File: src/rtl/td4_exec.sv
// Execute stage of the TD4 4-bit CPU.
// Decodes the instruction fetched for the current counter value and executes it
// in a single clock: one 4-bit adder feeds A, B or OUT, its carry-out always
// lands in C, and JMP/JNC steer the upstream counter through pc_load/pc_data.
module td4_exec #(
  parameter logic [3:0] OUT_RESET = 4'b0000
) (
  input  logic       clk,
  input  logic       reset,     // asynchronous, active low
  input  logic [3:0] pc,
  output logic [3:0] rom_addr,
  input  logic [7:0] instr,
  input  logic [3:0] in_port,
  output logic [3:0] out_port,
  output logic       pc_load,
  output logic [3:0] pc_data,
  output logic [3:0] reg_a,
  output logic [3:0] reg_b,
  output logic       carry
);

  // Opcodes
  localparam logic [3:0] OpAddA  = 4'b0000;
  localparam logic [3:0] OpMovAB = 4'b0001;
  localparam logic [3:0] OpInA   = 4'b0010;
  localparam logic [3:0] OpMovAI = 4'b0011;
  localparam logic [3:0] OpMovBA = 4'b0100;
  localparam logic [3:0] OpAddB  = 4'b0101;
  localparam logic [3:0] OpInB   = 4'b0110;
  localparam logic [3:0] OpMovBI = 4'b0111;
  localparam logic [3:0] OpOutB  = 4'b1001;
  localparam logic [3:0] OpOutI  = 4'b1011;
  localparam logic [3:0] OpJnc   = 4'b1110;
  localparam logic [3:0] OpJmp   = 4'b1111;

  // Adder source operand select
  localparam logic [1:0] SrcZero = 2'd0;
  localparam logic [1:0] SrcA    = 2'd1;
  localparam logic [1:0] SrcB    = 2'd2;
  localparam logic [1:0] SrcIn   = 2'd3;

  // Writeback destination select
  localparam logic [1:0] DstNone = 2'd0;
  localparam logic [1:0] DstA    = 2'd1;
  localparam logic [1:0] DstB    = 2'd2;
  localparam logic [1:0] DstOut  = 2'd3;

  logic [3:0] opcode;
  logic [3:0] imm;

  logic [1:0] src_sel;
  logic [1:0] dst_sel;
  logic       use_imm;
  logic       is_jmp;
  logic       is_jnc;

  logic [3:0] src_val;
  logic [3:0] imm_term;
  logic [4:0] sum;

  logic [3:0] a_q, a_d;
  logic [3:0] b_q, b_d;
  logic [3:0] out_q, out_d;
  logic       c_q, c_d;

  assign opcode = instr[7:4];
  assign imm    = instr[3:0];

  // Instruction decode into adder operand, writeback target and jump kind
  always_comb begin
    src_sel = SrcZero;
    dst_sel = DstNone;
    use_imm = 1'b0;
    is_jmp  = 1'b0;
    is_jnc  = 1'b0;
    case (opcode)
      OpAddA:  begin src_sel = SrcA;    use_imm = 1'b1; dst_sel = DstA;   end
      OpAddB:  begin src_sel = SrcB;    use_imm = 1'b1; dst_sel = DstB;   end
      OpMovAI: begin src_sel = SrcZero; use_imm = 1'b1; dst_sel = DstA;   end
      OpMovBI: begin src_sel = SrcZero; use_imm = 1'b1; dst_sel = DstB;   end
      OpMovAB: begin src_sel = SrcB;                    dst_sel = DstA;   end
      OpMovBA: begin src_sel = SrcA;                    dst_sel = DstB;   end
      OpInA:   begin src_sel = SrcIn;                   dst_sel = DstA;   end
      OpInB:   begin src_sel = SrcIn;                   dst_sel = DstB;   end
      OpOutB:  begin src_sel = SrcB;                    dst_sel = DstOut; end
      OpOutI:  begin src_sel = SrcZero; use_imm = 1'b1; dst_sel = DstOut; end
      OpJmp:   is_jmp = 1'b1;
      OpJnc:   is_jnc = 1'b1;
      default: ;
    endcase
  end

  // Shared adder; every non-ADD operation has a zero on one side so it can't carry
  always_comb begin
    src_val = 4'h0;
    case (src_sel)
      SrcA:    src_val = a_q;
      SrcB:    src_val = b_q;
      SrcIn:   src_val = in_port;
      default: src_val = 4'h0;
    endcase
    imm_term = use_imm ? imm : 4'h0;
    sum      = {1'b0, src_val} + {1'b0, imm_term};
  end

  // Writeback of the adder result; C follows the carry-out on every instruction
  always_comb begin
    a_d   = a_q;
    b_d   = b_q;
    out_d = out_q;
    c_d   = sum[4];
    case (dst_sel)
      DstA:    a_d   = sum[3:0];
      DstB:    b_d   = sum[3:0];
      DstOut:  out_d = sum[3:0];
      default: ;
    endcase
  end

  // Architectural state; reset is asynchronous and shared with the counter
  always_ff @(posedge clk or negedge reset) begin
    if (!reset) begin
      a_q   <= 4'h0;
      b_q   <= 4'h0;
      out_q <= OUT_RESET;
      c_q   <= 1'b0;
    end else begin
      a_q   <= a_d;
      b_q   <= b_d;
      out_q <= out_d;
      c_q   <= c_d;
    end
  end

  // JNC tests the carry produced by the previous instruction (c_q, pre-edge)
  assign pc_load  = reset & (is_jmp | (is_jnc & ~c_q));
  assign pc_data  = imm;
  assign rom_addr = pc;

  assign reg_a    = a_q;
  assign reg_b    = b_q;
  assign out_port = out_q;
  assign carry    = c_q;

endmodule

File: config.mk
export PLATFORM = sky130hd
export DESIGN_NAME = td4_exec
export DESIGN_NICKNAME = d
export VERILOG_FILES = /design/src/rtl/td4_exec.sv
export SDC_FILE = /design/constraint.sdc
export NUM_CORES = 1
export LEC_CHECK = 0
export ABC_AREA = 0
export ABC_CLOCK_PERIOD_IN_PS = 1800
export BUFFER_PORTS_ARGS = -buffer_cell sky130_fd_sc_hd__buf_2
export CAP_MARGIN = 20
export CORE_AREA = 5 5 49 61
export CTS_CLUSTER_DIAMETER = 150
export DETAILED_ROUTE_END_ITERATION = 8
export DIE_AREA = 0 0 54 66
export GPL_ROUTABILITY_DRIVEN = 0
export HOLD_SLACK_MARGIN = 0.1
export PLACE_DENSITY = 0.72
export SLEW_MARGIN = 10
export SYNTH_ARGS = -nofsm -noshare
export SYNTH_HDL_FRONTEND = slang
export SYNTH_SLANG_ARGS = --single-unit
File: constraint.sdc
create_clock -name clk -period 1.8 [get_ports clk]
set_clock_uncertainty 0.2 [all_clocks]
set_input_delay 0.45 -clock clk [delete_from_list [all_inputs] [get_ports clk]]
set_output_delay 0.45 -clock clk [all_outputs]
set_load 0.05 [all_outputs]
* Yosys cells after proc, flatten, opt, wreduce, memory -nomap -nowiden
Cells that the tools add are included.
Word-level totals: register bits 13, input port bits 18, output and inout port bits 22, logic and storage cells 41
Cells by class: add/subtract/negate cells 1, eq/ne operators 17, muxes and demuxes 7, bitwise gates (word level) 4, reductions and logical operators 8
Operator list (number):
- $eq A4 B3 Y1 const B | 4
- $eq A4 B4 Y1 const B | 4
- $pmux W2 S3 | 2
- $pmux W4 S3 | 1
- $eq A2 B2 Y1 const B | 4
- $eq A4 B2 Y1 const B | 2
- $reduce_or A4 Y1 | 2
- $reduce_or A2 Y1 | 3
- $add A4 B4 Y5 | 1
- $reduce_or A5 Y1 | 1
- $eq A2 B1 Y1 const B | 2
- $eq A4 B1 Y1 const B | 1
- $logic_not A4 Y1 | 1
- $mux W4 | 1
- $mux W1 | 3
- $reduce_or A3 Y1 | 1
- $and A1 B1 Y1 | 2
- $not A1 Y1 | 1
- $or A1 B1 Y1 | 1

* Logic depth before layout (Yosys ltp)
depth in word-level cells 6, depth in mapped cells 8

* Worst setup path before layout
Ideal clock, no wire load.
kind input port to flip-flop, start point input port instr[5], end point register a_q[1], in the netlist reg_a[1], arrival 1968 ps, data required time 1472 ps, path slack -495 ps, stages on the path 6, cell sequence buf_2 > a211oi_2 > o2bb2ai_1 > ha_1 > fa_1 > mux2_1
Between the ends: longest elaborated chain between the ends 6, elaborated cells on any way between the ends 27
RTL lines:
- start: declaration | line 12 | input logic [7:0] instr,
- $eq A4 B3 Y1 (tied with other cells) | line 76 | case (opcode)
- $reduce_or A3 Y1 (no line) or $reduce_or A2 Y1 (tied branches)
- $pmux W2 S3 | line 76
- $eq A2 B2 Y1 or $eq A2 B1 Y1 (tied branches) | line 96 | case (src_sel)
- $pmux W4 S3 | line 96
- $add A4 B4 Y5 (*) | line 103 | sum = {1'b0, src_val} + {1'b0, imm_term};
- named net sum[1] | line 59 | logic [4:0] sum;
- end signal: assignment | line 123 | a_q <= 4'h0;
- end signal: assignment | line 128 | a_q <= a_d;
- end: declaration | line 61 | logic [3:0] a_q, a_d;
The timed path passes the listed nets; every way through them passes the cells marked *. A chain may end at the register's enable or synchronous reset.

* Worst setup path in the final report
start point input port instr[5], end point register out_q[1], in the netlist out_port[1]
Between the ends: longest elaborated chain between the ends 6, elaborated cells on any way between the ends 27
RTL lines:
- $eq A4 B3 Y1 (tied with other cells) | line 76
- $reduce_or A3 Y1 (no line) or $reduce_or A2 Y1 (tied branches)
- $pmux W2 S3 | line 76
- $eq A2 B2 Y1 or $eq A2 B1 Y1 (tied branches) | line 96
- $pmux W4 S3 | line 96
- $add A4 B4 Y5 (*) | line 103
- named net sum[1] | line 59
- end signal: assignment | line 130 | out_q <= out_d;
- end: declaration | line 63 | logic [3:0] out_q, out_d;
Marked as above.

==> impl_metrics.tcl <==
set metrics [dict create \
    ir_worst_vdd_mv 0.732 \
    grt_max_degree 14 \
    synth_top_area_share_pct 36.4 \
    fin_crit_ns 2.07 \
    cts_root_buffer "clkbuf_4" \
    grt_usage_pct 17.0 \
    syn-num-nets 106 \
    grt_setup_unrepaired "true" \
    clock_latency_ns 0.29 \
    ys_types 33 \
    tightest_slew_ns 0.320 \
    synthToLayoutAreaGrowth_pct 62.6 \
    startpoint "instr[5]" \
    synth_top_flop_cell "dfrtp_1" \
    antenna_cells 0 \
    hpwl_um 1970 \
    cts_buffer_depth 2 \
    finalMaxSlewViolations 0 \
    grt_first_pass_wirelength_um 4350 \
    synthTopCellsByArea "dfrtp_1 36%, buf_4 6.7%, ha_1 5.6%" \
    wire_per_inst_um 15.9 \
    post-route-util_pct 61.1 \
    drtIter0Drc 13 \
    core_um2 2380 \
    ant_nets 0 \
    crit_end "out_port[1]" \
    finalPower_w 0.00120 \
    endpoint_kind "flip-flop" \
    status "finished with violations" \
    hold_viol 0 \
    h-tree-depth 1 \
    max_clock_freq_ghz 0.484 \
    grt_pass1_vias 894 \
    fin_cells 165 \
    relSlewSlack_pct 78.1 \
    cp_max_fo 6 \
    ys_ff_latch 13 \
    fin_crit_sh_pct 115 \
    drive_above_1_share_pct 68.2 \
    synth_most_common_cell "dfrtp_1" \
    start_kind "input pin" \
    setup_viol 10 \
    violations "negative setup slack" \
    antenna_found_initial 0 \
    synthArstFlopShare_pct 100 \
    syn_avg_cell_area_um2 10.8 \
    r2r_end "reg_a[3]" \
    r2r_setup_slack_ns -0.14 \
    vias 816 \
    hp-start "instr[6]" \
    nets 156 \
    synth_sequential_area_ratio_pct 36.4 \
    syn_area_um2 893 \
    drv_cap 0 \
    power.density_nw_per_um2 829 \
    dp.cells 155 \
    netlist_instances 83 \
    grt_overflow 0 \
    cp_data_arrival_time_ns 2.05 \
    first_pass_iters 4 \
    via_per_inst 4.95 \
    worst_slack_ns -0.265 \
    required_ns 1.78 \
    p_leak_nw 0.733 \
    timing.rr.start "reg_a[2]" \
    cts_buffers 3 \
    fp.dieW_um 54 \
    portBuffers 31 \
    clkSinkCount 13 \
    hp-class "in -> reg" \
    synth_common_cells "13 x dfrtp_1, 11 x nand2_1, 8 x buf_4" \
    num_rows 20 \
    wl_um 2630 \
    whs_ns 0.274 \
    synth_enable_flop_cells 0 \
    die_height_um 66 \
    cts_tree "done" \
    clk_pin_slew_ns 0.09 \
    ios 40 \
    reg2regPathDepth 6 \
    criticalPathCategory "in -> reg" \
    synth_warnings 0 \
    die_area_um2 3560 \
    synth_area_leader_cell "dfrtp_1" \
    drcViolationCount 0 \
    initial_core_util_pct 37.6 \
]
-- cell type report --
cell class	instances	area, µm²
clock buffers	3	22.5
multi-input cells	58	651
repair buffers	56	404
inverters	1	3.75
well taps	33	41.3
clock inverters	1	5.00
fillers	200	925
flip-flops and latches	13	325
-- how the worst min path moves through the flow --
stage / end / depth (start not counted)
floorplan: carry / 0
global placement: out_port[1] / 2
detailed placement: out_port[1] / 2
CTS: reg_a[3] / 3
global route: reg_a[3] / 3
finish: reg_a[3] / 3
-- logic make-up after synthesis --
family | share of synthesized area, %
compound gates | 19.5
simple gates | 14.7
flops | 36.4
buf+inv | 10.2
mux | 10.4
fa+ha+maj | 7.84
xor+xnor | 0.981
-- per-layer routing --
metal / track usage [%] / share of wire, % / up-vias
li1: - / - / 387
met1: 20.7 / 38 / 402
met2: 29.1 / 55 / 23
met3: 2.71 / 4.9 / 4
met4: 6.23 / 1.6 / 0
met5: 0 / 0 / -
-- through the flow --
step | TNS [ns] | setup WS, ns | instance area [µm²]
after floorplan | -3.42 | -0.404 | 988
after global placement | -5.53 | -0.590 | 1210
after detailed placement | -6.27 | -0.637 | 1210
after CTS | -2.39 | -0.289 | 1410
after global routing | -2.24 | -0.281 | 1450
final | -2.02 | -0.265 | 1450
-- cells in the final DEF, fill, tap and decap left out, drive strengths merged, types with 3 or more instances in the layout --
master	n
a21boi	5
a21oi	3
buf	55
clkbuf	3
dfrtp	13
ha	4
mux2	4
mux2i	4
nand2	11
nor2	3
o21ai	4
o2bb2ai	4
-- where the power goes --
part	total (W)	leakage, nW	switching, W	internal [W]
combinational	0.000633	0.546	0.000392	0.000241
clock	0.000190	0.0177	0.000108	0.0000827
sequential	0.000382	0.169	0.0000356	0.000346
total	0.00120	0.733	0.000535	0.000670
-- worst max-delay path, stage by stage --
cell and delay (ns):
buf_8 0.11, buf_6 0.11, a211oi_4 0.29, o2bb2ai_2 0.17
ha_4 0.17, fa_2 0.47, mux2_4 0.28
-- registers in the layout (all words and copies together) (netlist names) --
signal and flops:
reg_a 4, carry 1, reg_b 4, out_port 4
-- repair_timing --
item | in CTS | in global routing
hold endpoints to repair | 13 | 0
setup endpoints to repair | 11 | 10
hold buffers | 1 | 0
gates resized for setup | 24 | 9
buffers inserted | 5 | 1
pin swaps | 12 | 18
(Power assumes the default switching activity.)
